File: src/rtl/pc_seq_pkg.sv
// Shared types for the program-counter sequencer: FSM encoding and alignment mask.
// No logic of its own; imported by pc_sequencer and pc_target_calc.
// No flow control; pure type/constant definitions.
package pc_seq_pkg;

    typedef enum logic [1:0] {
        ST_BOOT   = 2'd0,
        ST_RUN    = 2'd1,
        ST_HALTED = 2'd2
    } state_e;

    // Low PC bits that must be zero for a legal fetch target.
    function automatic logic [1:0] align_mask(input bit c_ext);
        return c_ext ? 2'b01 : 2'b11;
    endfunction

endpackage

File: src/rtl/pc_target_calc.sv
// Jump/branch target adder with misalignment detection.
// Latency: combinational, zero cycles.
// Backpressure: none; the caller decides whether the result is used.
module pc_target_calc
    import pc_seq_pkg::*;
#(
    parameter int XLEN  = 32,
    parameter bit C_EXT = 1'b0
) (
    input  logic [XLEN-1:0] pc_i,
    input  logic [XLEN-1:0] imm_i,
    input  logic [XLEN-1:0] rs1_i,
    input  logic            jalr_i,
    input  logic            jal_i,
    input  logic            branch_i,
    input  logic            taken_i,
    output logic [XLEN-1:0] tgt_o,
    output logic            redirect_o,
    output logic            misalign_o
);

    localparam logic [1:0] ALIGN_MASK = align_mask(C_EXT);

    logic [XLEN-1:0] jalr_tgt;
    logic [XLEN-1:0] rel_tgt;

    always_comb begin
        jalr_tgt   = (rs1_i + imm_i) & ~XLEN'(1);
        rel_tgt    = pc_i + imm_i;
        tgt_o      = jalr_i ? jalr_tgt : rel_tgt;
        redirect_o = jalr_i | jal_i | (branch_i & taken_i);
        misalign_o = redirect_o && ((tgt_o[1:0] & ALIGN_MASK) != 2'b00);
    end

endmodule

File: src/rtl/pc_sequencer.sv
// Registered program counter with branch/jump/trap selection, EPC and halt/boot FSM.
// Latency: a redirect request appears on pc_o one cycle later.
// Backpressure: stall_i freezes pc/epc/state in RUN; HALTED waits for resume_i.
module pc_sequencer
    import pc_seq_pkg::*;
#(
    parameter int              XLEN         = 32,
    parameter logic [XLEN-1:0] RESET_VECTOR = 32'h0,
    parameter logic [XLEN-1:0] TRAP_VECTOR  = 32'h100,
    parameter int              BOOT_DELAY   = 1,
    parameter bit              C_EXT        = 1'b0
) (
    input  logic            clk,
    input  logic            rst_n,
    input  logic            stall_i,
    input  logic            branch_i,
    input  logic            taken_i,
    input  logic            jal_i,
    input  logic            jalr_i,
    input  logic [XLEN-1:0] imm_i,
    input  logic [XLEN-1:0] rs1_i,
    input  logic            trap_i,
    input  logic            mret_i,
    input  logic            halt_i,
    input  logic            resume_i,
    output logic [XLEN-1:0] pc_o,
    output logic [XLEN-1:0] pc_plus4_o,
    output logic            pc_valid_o,
    output logic [XLEN-1:0] epc_o,
    output logic            misalign_o,
    output logic [1:0]      state_o
);

    localparam int            CW        = (BOOT_DELAY > 1) ? $clog2(BOOT_DELAY) : 1;
    localparam logic [CW-1:0] BOOT_LAST = CW'(BOOT_DELAY - 1);

    state_e          state_q, state_d;
    logic [CW-1:0]   cnt_q, cnt_d;
    logic [XLEN-1:0] pc_q, pc_d;
    logic [XLEN-1:0] epc_q, epc_d;
    logic            misalign_q, misalign_d;

    logic [XLEN-1:0] tgt;
    logic            redirect;
    logic            tgt_misalign;

    pc_target_calc #(
        .XLEN  (XLEN),
        .C_EXT (C_EXT)
    ) u_target (
        .pc_i       (pc_q),
        .imm_i      (imm_i),
        .rs1_i      (rs1_i),
        .jalr_i     (jalr_i),
        .jal_i      (jal_i),
        .branch_i   (branch_i),
        .taken_i    (taken_i),
        .tgt_o      (tgt),
        .redirect_o (redirect),
        .misalign_o (tgt_misalign)
    );

    assign pc_plus4_o = pc_q + XLEN'(4);

    always_comb begin
        state_d    = state_q;
        cnt_d      = cnt_q;
        pc_d       = pc_q;
        epc_d      = epc_q;
        misalign_d = 1'b0;
        case (state_q)
            ST_BOOT: begin
                if (cnt_q == BOOT_LAST) begin
                    state_d = ST_RUN;
                end else begin
                    cnt_d = cnt_q + CW'(1);
                end
            end
            ST_RUN: begin
                if (!stall_i) begin
                    if (trap_i) begin
                        pc_d  = TRAP_VECTOR;
                        epc_d = pc_q;
                    end else if (mret_i) begin
                        pc_d = epc_q;
                    end else if (redirect) begin
                        if (tgt_misalign) begin
                            pc_d       = TRAP_VECTOR;
                            epc_d      = pc_q;
                            misalign_d = 1'b1;
                        end else begin
                            pc_d = tgt;
                        end
                    end else begin
                        pc_d = pc_plus4_o;
                    end
                    // A simultaneous trap cancels the halt request.
                    if (halt_i && !trap_i) begin
                        state_d = ST_HALTED;
                    end
                end
            end
            ST_HALTED: begin
                if (resume_i) begin
                    state_d = ST_RUN;
                end
            end
            default: state_d = ST_BOOT;
        endcase
    end

    always_ff @(posedge clk) begin
        if (!rst_n) begin
            state_q    <= ST_BOOT;
            cnt_q      <= '0;
            pc_q       <= RESET_VECTOR;
            epc_q      <= '0;
            misalign_q <= 1'b0;
        end else begin
            state_q    <= state_d;
            cnt_q      <= cnt_d;
            pc_q       <= pc_d;
            epc_q      <= epc_d;
            misalign_q <= misalign_d;
        end
    end

    assign pc_o       = pc_q;
    assign epc_o      = epc_q;
    assign misalign_o = misalign_q;
    assign pc_valid_o = (state_q == ST_RUN);
    assign state_o    = state_q;

endmodule

File: config.mk
export PLATFORM = sky130hd
export DESIGN_NAME = pc_sequencer
export DESIGN_NICKNAME = d
export VERILOG_FILES = /design/src/rtl/pc_seq_pkg.sv /design/src/rtl/pc_target_calc.sv /design/src/rtl/pc_sequencer.sv
export SDC_FILE = /design/constraint.sdc
export NUM_CORES = 1
export LEC_CHECK = 0
export ABC_AREA = 1
export CAP_MARGIN = 5
export CORE_UTILIZATION = 60
export DETAILED_ROUTE_END_ITERATION = 8
export DONT_BUFFER_PORTS = 1
export PLACE_DENSITY = 0.87
export SYNTH_ARGS = -nofsm -noshare
export SYNTH_HDL_FRONTEND = slang
export SYNTH_SLANG_ARGS = --single-unit
File: constraint.sdc
create_clock -name clk -period 4.8 [get_ports clk]
set_input_delay 0.24 -clock clk [delete_from_list [all_inputs] [get_ports clk]]
set_output_delay 0.24 -clock clk [all_outputs]
set_load 0.1 [all_outputs]
After elaboration in Yosys (flattened, before gate mapping)
Cells that the tools add are included.
{ "totals": {"reg_bits": 68, "latch_bits": 0, "ramBits": 0, "rom_bits": 0, "in_bits": 75, "output_inout_bits": 100, "wordCells": 50, "n_memories": 0} }
{ "classes": {"n_addsub": 4, "n_mul": 0, "n_div": 0, "order_cmp": 0, "n_eq_ne": 7, "shifts": 0, "muxes": 16, "bitwise": 7, "n_reduce_logical": 11} }
{ "op_table": {"columns": ["cell", "count"], "rows": [
  ["$mux 32", 9],
  ["$add 32x32->32", 2],
  ["$add 32x3->32 const B", 1],
  ["$mux 2", 4],
  ["$ne 2x2->1 const B", 4],
  ["$pmux 2 s3", 1],
  ["$reduce_bool 2->1", 3],
  ["$reduce_or 6->1", 1],
  ["$reduce_and 5->1", 1],
  ["$not 1->1", 4],
  ["$reduce_and 4->1", 1],
  ["$eq 2x1->1 const B", 1],
  ["$eq 2x2->1 const B", 1],
  ["$logic_and 1x1->1", 2],
  ["$logic_not 2->1", 1],
  ["$mux 1", 2],
  ["$ne 2x1->1 const B", 1],
  ["$or 1x1->1", 2],
  ["$reduce_and 2->1", 1],
  ["$add 1x1->1 const B", 1],
  ["$and 1x1->1", 1],
  ["$logic_not 1->1", 1]
]} }

Longest topological paths before layout
Gate-level depths: netlist of run 1.
{ "logic_depth": {"word_depth": 8, "ltp_mapped": 15, "ltp_nobuf": 15} }

By module
A second synthesis of run 1 with hierarchy kept.
{ "unflattened": {"hier_cells": 1749, "area_unflattened_um2": 9221.3} }
{ "by_module_without_submodules": {"columns": ["module", "instances", "cells_per_inst", "area_each_um2", "seq_area_each_um2"], "rows": [
  ["pc_target_calc", 1, 1097, 5112.4, 0.0],
  ["pc_sequencer", 1, 652, 4108.9, 1341.3]
]} }

Worst setup path before layout of run 1
Ideal clock, no wire load.
{ "synth_path": {"path_type": "register to register", "start": "reg pc_q[3], in the netlist pc_o[3]", "end": "reg pc_q[18], in the netlist pc_o[18]", "setup_ps": 69, "arrival_ps": 3721, "path_slack_ps": 1009, "stages_incl_launch_ff": 11, "synth_period_minus_slack_ps": 3791, "cell_sequence": "dfxtp_1 > ha_1 > nand3_2 > inv_2 > nand2_2 > nor2_2 > xor2_1 > nand2_1 > nand2_1 > inv_1 > a21oi_2"} }
{ "synth_via": {"word_cells_on_any_way": 7} }
{ "synth_rtl": {"columns": ["element", "line", "rtl"], "rows": [
  ["start: declaration", "pc_sequencer.sv:39", "logic [XLEN-1:0] pc_q, pc_d;"],
  ["start signal: assignment", "pc_sequencer.sv:122", "pc_q <= pc_d;"],
  ["$add 32x3->32", "pc_sequencer.sv:63", "assign pc_plus4_o = pc_q + XLEN'(4);"],
  ["via pc_plus4_o[18]", "pc_sequencer.sv:27", "output logic [XLEN-1:0] pc_plus4_o,"],
  ["$mux 32", "pc_sequencer.sv:86", "end else if (redirect) begin"],
  ["$mux 32", "pc_sequencer.sv:84", "end else if (mret_i) begin"],
  ["$mux 32", "pc_sequencer.sv:81", "if (trap_i) begin"]
]} }
The timed path passes the listed nets, and every way through them passes these cells.
A chain may end at the register's enable or synchronous reset.

Final worst setup path of run 1
{ "layout_path": {"start": "reg state_q[1], in the netlist state_o[1]", "end": "reg epc_q[4], in the netlist epc_o[4]"} }
{ "layout_via": {"elab_chain_cells": 2} }
{ "layout_rtl": {"columns": ["element", "line", "rtl"], "rows": [
  ["start: declaration", "pc_sequencer.sv:37", "state_e state_q, state_d;"],
  ["start signal: assignment", "pc_sequencer.sv:120", "state_q <= state_d;"],
  ["$eq 2x1->1", "pc_sequencer.sv:71", "case (state_q)"],
  ["$reduce_and 5->1 (no source line)", null, null],
  ["end signal: assignment", "pc_sequencer.sv:123", "epc_q <= epc_d;"],
  ["end: declaration", "pc_sequencer.sv:40", "logic [XLEN-1:0] epc_q, epc_d;"]
]} }
Every way passes these cells.

==> impl_metrics.yaml, run 1 <==
run_status:
  status: "finished clean"
global_routing:
  grt_remaining_overflow: 0
  first_global_vias: 10173
  grt_first_pass_wirelength_um: 49300
  grt_util_all_layers: 0.394
  antenna_found_initial: 0
  grt_max_degree: 62
floorplan:
  initial_utilization: 0.617
  design.portCount: 175
  fp.dieW_um: 124
  floorplan.die_area_um2: 15400
  die_h_um: 124
  fp.coreArea_um2: 14500
  std_cell_rows: 44
timing:
  rsz_0062_raised_after_global_routing: "false"
  setup-tns-final_ns: 0
  report.final.setup_viol: 0
  hold_violations: 0
  tightestPinTransition_ns: 1.12
  clock-skew-final_ns: 0.00493
  final_max_slew_viol_count: 0
  slack_of_the_critical_path_ns: 1.19
  post-route-min-period_ns: 3.61
  achievable-frequency_mhz: 277
  maxSlewHeadroom: 0.252
  post-route-period-util: 0.753
route:
  drt_iter0_drc: 1568
  drcViolationCount: 0
  wl_per_cell_um: 16.4
  top_signal_layer_used: "met4"
  amount_of_wire_on_met2_after_detailed_routing_um: 13500
  number_of_vias_after_detailed_routing: 10891
  ant_nets: 0
  wire_length_on_met3_um: 3670
  first_pass_iteration_count_of_the_detailed_router: 7
  met1_length_um: 11600
  drt-vias-per-instance: 5.78
  totalWireLength_um: 30900
logic_synthesis:
  synth_area_per_cell_um2: 5.36
  post_synth_edffs: 0
  synth_top_flop_cell: "sky130_fd_sc_hd__dfxtp_1"
  synth.yosys.warnings: 0
  synth.net_count: 1814
  synth_seq_area_share: 0.150
  ys_ff_latch: 67
  netlist-cell-type-count: 45
  synth.area.top_cells: "sky130_fd_sc_hd__nand2_1 (24%), sky130_fd_sc_hd__dfxtp_1 (15%), sky130_fd_sc_hd__inv_1 (14%)"
  netlist.area_leader.share: 0.240
  cell_with_the_most_instances_after_synthesis: "sky130_fd_sc_hd__nand2_1"
  post_synth_most_frequent_cells: "sky130_fd_sc_hd__nand2_1 (573), sky130_fd_sc_hd__inv_1 (324), sky130_fd_sc_hd__nand3_1 (141)"
  synth_top_cell_by_area: "sky130_fd_sc_hd__nand2_1"
  syn_inst: 1675
  synth_async_sr_flop_share: 0
  netlist_area_um2: 8970
setup_path:
  cp-end-kind: "register"
  worst_r2r_path_depth: 8
  critPathArrivalTime_ns: 3.87
  kind_of_launch_point_of_the_worst_setup_path: "register"
  path_delay_family: "buffers and inverters"
  timing.critical_path.cells: "nor2_2 -> nand2_1 -> buf_4 -> inv_1 -> nand3_2 -> inv_2 -> o21ai_0 -> a21oi_1"
  timing.critical_path.fanout_max: 56
  critical_path_cell_count: 8
  worstPathBufferInverterCount: 3
  critPathRequiredTime_ns: 5.06
  crit_path_max_incr_delay_ns: 0.76
  critPathSlowestCell: "sky130_fd_sc_hd__inv_2"
  crit_type: "register to register"
  worst_setup_path_startpoint: "state_o[1]$_SDFFE_PN0P_"
  worstReg2RegStart: "state_o[1]$_SDFFE_PN0P_"
power_and_ir_drop:
  cell_internal_pwr_mw: 1.30
  power.density_nw_per_um2: 260
  peakVddDrop_v: 0.000203
  share_seq_of_total_power: 0.298
  comb_power_share: 0.427
  power_switching_share: 0.487
  clock_power_share: 0.275
  power.net_switching_mw: 1.23
  cellLeakagePower_nw: 5.60
cts:
  cts.repair_timing.setup_buffer_count: 0
  numClockSinks: 67
  postCtsHoldBufs: 0
  clock_tree.root_cell: "sky130_fd_sc_hd__clkbuf_16"
  max-clock-path-buffers: 2
  cts.clk_slew.worst_paths_ns: 0.06
  htree_levels: 3
  worst_skew_pair.late_latency_ns: 0.34
  post_cts.resized_instances: 0
  tritoncts: "done"
  tritoncts.num_buffers: 9
place:
  gpl.final_weighted_congestion: 1.05
  port_buffers: 0
  dp_hpwl_um: 24600
  pre_cts_ws_ns: 1.32
  place_inst: 1868
cells_and_area:
  n_antenna_cell: 0
  finish.net_count: 1834
  final_cells: 1884
  synthesis_to_finish_area_growth_pct: 8.35
  fill_cell_instance_count_of_the_final_layout: 1377
  fraction_of_layout_cells_with_a_size_suffix_above_1: 0.0735
job:
  maxCapViolCount: 0
hold_path:
  worst_hold_path.num_cells: 2
  hold_path_class: "primary input to register"
  worst_hold_start: "rst_n"
## per-stage QoR
| step | area (um2) | hold slack [ns] | util | power, mW |
|---|---|---|---|---|
| after CTS | 9720 | 0.0296 | 0.669 | 2.50 |
| after global placement | 9410 | 0.381 | 0.647 | 1.79 |
| after detailed placement | 9410 | 0.387 | 0.647 | 1.82 |
| after global routing | 9720 | 0.0415 | 0.669 | 2.65 |
| final | 9720 | 0.0306 | 0.669 | 2.53 |
| after floorplan | 8970 | 0.434 | - | 1.60 |
## path summary, 6_finish.rpt
check | endpoint | slack (ns)
min reg2reg | epc_o[30]$_SDFFE_PN0P_ | 0.51
min | epc_o[10]$_SDFFE_PN0P_ | 0.03
max | epc_o[4]$_SDFFE_PN0P_ | 1.19
max reg2reg | epc_o[4]$_SDFFE_PN0P_ | 1.19
## final cells by class
type | instances | area [um2] | share of cell area
clock buffer | 11 | 253 | 0.0260
clock inverter | 5 | 60.1 | 0.00618
inverter | 328 | 1230 | 0.127
multi-input combinational | 1245 | 6270 | 0.645
sequential | 67 | 1340 | 0.138
tap | 184 | 230 | 0.0237
timing repair buffer | 44 | 330 | 0.0340
## cells in the final DEF, fill, tap and decap left out, types with 7 or more instances in the layout
cell	netlist	layout
sky130_fd_sc_hd__o21bai_1	8	8
sky130_fd_sc_hd__dfxtp_1	67	65
sky130_fd_sc_hd__buf_4	8	44
sky130_fd_sc_hd__xnor2_1	9	7
sky130_fd_sc_hd__o21ai_1	11	11
sky130_fd_sc_hd__a21oi_2	9	9
sky130_fd_sc_hd__inv_1	324	324
sky130_fd_sc_hd__xor2_1	11	7
sky130_fd_sc_hd__nand2_1	573	573
sky130_fd_sc_hd__o21ai_0	73	73
sky130_fd_sc_hd__a21oi_1	114	114
sky130_fd_sc_hd__nand4_1	10	10
sky130_fd_sc_hd__nor2_4	8	8
sky130_fd_sc_hd__or2_2	11	11
sky130_fd_sc_hd__clkbuf_16	0	9
sky130_fd_sc_hd__nor2_1	133	133
sky130_fd_sc_hd__nor3_1	17	16
sky130_fd_sc_hd__ha_1	62	62
sky130_fd_sc_hd__nand3_1	141	141
sky130_fd_sc_hd__nand2_2	7	7
## logic make-up after synthesis
logic type      after synthesis  synth area share
xor+xnor                     22            0.0232
compound gates              232             0.142
flops                        67             0.150
buf+inv                     363             0.157
fa+ha+maj                    64            0.0909
simple gates                927             0.438
## state kept, by name (all words and copies together), names as in the netlist
name and flops:
pc_o 32, epc_o 32, misalign_o 1, state_o 2
## per-layer routing
| layer | vias to the layer above | GRT usage |
|---|---|---|
| li1 | 5273 | - |
| met4 | 0 | 0.253 |
| met1 | 4742 | 0.469 |
| met5 | - | 0 |
| met2 | 702 | 0.634 |
| met3 | 174 | 0.0911 |
## power groups by stage
stage | registers [mW] | clock network [mW] | logic (mW)
after CTS | 0.753 | 0.692 | 1.06
final | 0.754 | 0.694 | 1.08
after global placement | 0.764 | 0 | 1.03
after detailed placement | 0.764 | 0 | 1.05
after floorplan | 0.896 | 0 | 0.705
after global routing | 0.757 | 0.720 | 1.17
Note: power is estimated with default switching activity, not from simulation.
==> inputs of run 2 (changes only) <==
--- a/config.mk
+++ b/config.mk
@@ -5,7 +5,7 @@
 export SDC_FILE = /design/constraint.sdc
 export NUM_CORES = 1
 export LEC_CHECK = 0
-export ABC_AREA = 1
+export ABC_AREA = 0
 export CAP_MARGIN = 5
 export CORE_UTILIZATION = 60
 export DETAILED_ROUTE_END_ITERATION = 8
==> constraint.sdc (replaced) <==
create_clock -name clk -period 3.65 [get_ports clk]
set_input_delay 0.1825 -clock clk [delete_from_list [all_inputs] [get_ports clk]]
set_output_delay 0.1825 -clock clk [all_outputs]
set_load 0.1 [all_outputs]
==> run 2 against run 1 <==
Final cell count down 40%. Worst hold slack lost 0.021 ns. Clock power grew 41%. Count of clock-buffer cells in the layout is 1 higher. Largest cell class unchanged. Combinational power rose by 16%.
==> impl_metrics.yaml, run 2 <==
setup_path:
  critPathRequiredTime_ns: 3.91
  crit_path_max_incr_delay_ns: 0.80
  crit_type: "register to register"
  cp-end-kind: "register"
  timing.critical_path.cells: "ha_1 -> inv_1 -> fa_1 -> a22o_1 -> nor3_1 -> nor2_1 -> nor2_2 -> buf_4 -> nand2_1 -> a21boi_0"
  critPathSlowestCell: "sky130_fd_sc_hd__nor2_2"
  kind_of_launch_point_of_the_worst_setup_path: "register"
  timing.critical_path.fanout_max: 24
  crit-reg2reg-capture: "epc_o[14]$_SDFFE_PN0P_"
  critPathArrivalTime_ns: 3.37
  worst_r2r_path_depth: 10
  worstReg2RegStart: "pc_o[0]$_SDFFE_PN0P_"
  regToRegSetupSlack_ns: 0.54
timing:
  post-route-min-period_ns: 3.11
  post-route-period-util: 0.852
  tightestPinTransition_ns: 1.28
  report.final.setup_viol: 0
  maxSlewHeadroom: 0.142
  rsz_0062_raised_after_global_routing: "false"
  hold_violations: 0
  achievable-frequency_mhz: 322
  setup-tns-final_ns: 0
  clock-skew-final_ns: 0.00654
  final_max_slew_viol_count: 0
cells_and_area:
  most_common_cell_after_layout_fill_and_taps_aside: "sky130_fd_sc_hd__nand2_1"
  utilization: 0.732
  fraction_of_layout_cells_with_a_size_suffix_above_1: 0.149
  n_antenna_cell: 0
  synthesis_to_finish_area_growth_pct: 16.7
  area.sequential_um2: 1340
  final_cells: 1130
  multi_input_comb_area_um2: 5530
  fill_cell_instance_count_of_the_final_layout: 868
  final_cell_mix: "sky130_fd_sc_hd__nand2_1 (136), sky130_fd_sc_hd__a21oi_1 (78), sky130_fd_sc_hd__buf_4 (74)"
  finish.net_count: 1124
floorplan:
  die_h_um: 110
  fp.coreArea_um2: 11100
  design.portCount: 175
  std_cell_rows: 38
  initial_utilization: 0.627
  floorplan.die_area_um2: 12000
  fp.dieW_um: 110
route:
  totalWireLength_um: 23900
  number_of_vias_after_detailed_routing: 7670
  drt-vias-per-instance: 6.79
  wl_per_cell_um: 21.1
  first_pass_iteration_count_of_the_detailed_router: 6
  drt_iter0_drc: 801
  drcViolationCount: 0
  ant_nets: 0
logic_synthesis:
  synth.net_count: 1084
  post_synth_edffs: 0
  cell_with_the_most_instances_after_synthesis: "sky130_fd_sc_hd__nand2_1"
  synth.area.top_cells: "sky130_fd_sc_hd__dfxtp_1 (19%), sky130_fd_sc_hd__ha_1 (11%), sky130_fd_sc_hd__nand2_1 (7.3%)"
  synth_seq_area_share: 0.193
  netlist_area_um2: 6950
  synth_async_sr_flop_share: 0
  synth_top_cell_by_area: "sky130_fd_sc_hd__dfxtp_1"
  post_synth_most_frequent_cells: "sky130_fd_sc_hd__nand2_1 (136), sky130_fd_sc_hd__a21oi_1 (78), sky130_fd_sc_hd__dfxtp_1 (67)"
  netlist-cell-type-count: 69
  synth_top_flop_cell: "sky130_fd_sc_hd__dfxtp_1"
  syn_inst: 945
  ys_ff_latch: 67
  synth.yosys.warnings: 0
  synth_area_per_cell_um2: 7.35
  netlist.area_leader.share: 0.193
global_routing:
  grt_max_degree: 34
  antenna_found_initial: 0
  grt_util_all_layers: 0.391
  grt_remaining_overflow: 0
  first_global_vias: 7185
  grt_first_pass_wirelength_um: 35800
hold_path:
  worst_hold_start: "rst_n"
  hold_path_class: "primary input to register"
  hold_end: "pc_o[18]$_SDFFE_PN0P_"
  worst_hold_path.num_cells: 2
place:
  gpl.final_weighted_congestion: 0.968
  place_inst: 1110
  port_buffers: 0
  dp_hpwl_um: 17300
cts:
  cts.clk_slew.worst_paths_ns: 0.06
  tritoncts: "done"
  max-clock-path-buffers: 2
  tritoncts.num_buffers: 9
  numClockSinks: 67
  clock_tree.root_cell: "sky130_fd_sc_hd__clkbuf_16"
  htree_levels: 3
  post_cts.resized_instances: 0
  worst_skew_pair.late_latency_ns: 0.34
job:
  maxCapViolCount: 0
power_and_ir_drop:
  comb_power_share: 0.409
  share_seq_of_total_power: 0.271
  cell_internal_pwr_mw: 1.77
  cellLeakagePower_nw: 3.50
  power.net_switching_mw: 1.28
  power_mw: 3.05
  peakVddDrop_v: 0.000227
  clock_power_share: 0.320
  power.density_nw_per_um2: 376
  power_switching_share: 0.419
run_status:
  status: "finished clean"
run 2: changes by cell type after synthesis, sizes merged, moves of 19 or more:
cell / delta
a21oi: -43
clkbuf: +26
a21boi: +36
a21o: +25
nand3: -102
xnor2: +34
a31oi: +20
nand2: -445
nor2: -92
xor2: +19
inv: -302
run 2: power groups by stage:
stage / sequential [mW] / clock, mW / combinational [mW]
after global placement: 0.841 / 0 / 1.19
after floorplan: 1.02 / 0 / 0.786
after detailed placement: 0.842 / 0 / 1.20
final: 0.827 / 0.976 / 1.25
after global routing: 0.829 / 1.01 / 1.32
after CTS: 0.826 / 0.976 / 1.22
run 2: logic make-up (layout without fill, tap and decap cells):
group           after synthesis  after routing  share of synthesized area
compound gates              338            338                      0.329
simple gates                319            319                      0.214
buf+inv                      77            122                     0.0448
xor+xnor                     75             75                     0.0945
flops                        67             67                      0.193
fa+ha+maj                    64             64                      0.117
mux                           5              5                    0.00756
run 2: layout make-up:
type	instances	share of cell area
timing repair buffer	80	0.0784
inverter	26	0.0120
clock inverter	4	0.00895
sequential	67	0.166
multi-input combinational	801	0.682
clock buffer	12	0.0316
tap	140	0.0216
run 2: worst max-delay path by stage:
stage | start | end | slack [ns] | cells after the start
after detailed placement | pc_o[0]$_SDFFE_PN0P_ | epc_o[12]$_SDFFE_PN0P_ | 0.63 | 10
after global placement | pc_o[0]$_SDFFE_PN0P_ | epc_o[15]$_SDFFE_PN0P_ | 0.78 | 10
after floorplan | pc_o[2]$_SDFFE_PN0P_ | pc_o[8]$_SDFFE_PN0P_ | -0.45 | 6
after global routing | pc_o[0]$_SDFFE_PN0P_ | epc_o[11]$_SDFFE_PN0P_ | 0.34 | 10
after CTS | pc_o[4]$_SDFFE_PN0P_ | pc_plus4_o[29] | 0.58 | 8
final | pc_o[0]$_SDFFE_PN0P_ | epc_o[14]$_SDFFE_PN0P_ | 0.54 | 10
run 2: metal layers:
metal,vias to the layer above,share of wire,track usage
met4,0,0.033,0.162
met2,505,0.46,0.656
met5,-,0,0
met1,3523,0.38,0.467
li1,3563,-,-
met3,79,0.13,0.114
run 2: through the flow:
step / hold WS [ns] / worst slack, ns / instance area (um2)
after floorplan: 0.370 / -0.448 / 7120
after global placement: 0.310 / 0.776 / 7740
after detailed placement: 0.315 / 0.628 / 7740
after CTS: 0.0000243 / 0.581 / 8100
after global routing: 0.00242 / 0.337 / 8110
final: 0.00916 / 0.540 / 8110
run 2: critical path, delay by kind of cell, from the launching register on:
| family | cells | cell delay (ns) |
|---|---|---|
| AND/OR/NAND/NOR | 4 | 1.27 |
| adder cells (fa/ha/maj) | 2 | 0.60 |
| buffers and inverters | 2 | 0.40 |
| flip-flops | 1 | 0.32 |
| AO/OA/AOI/OAI | 2 | 0.44 |
run 2: repair_timing:
item                      in CTS  in global routing
buffers inserted               0                  0
hold buffers                   3                  1
hold endpoints to repair      28                  1
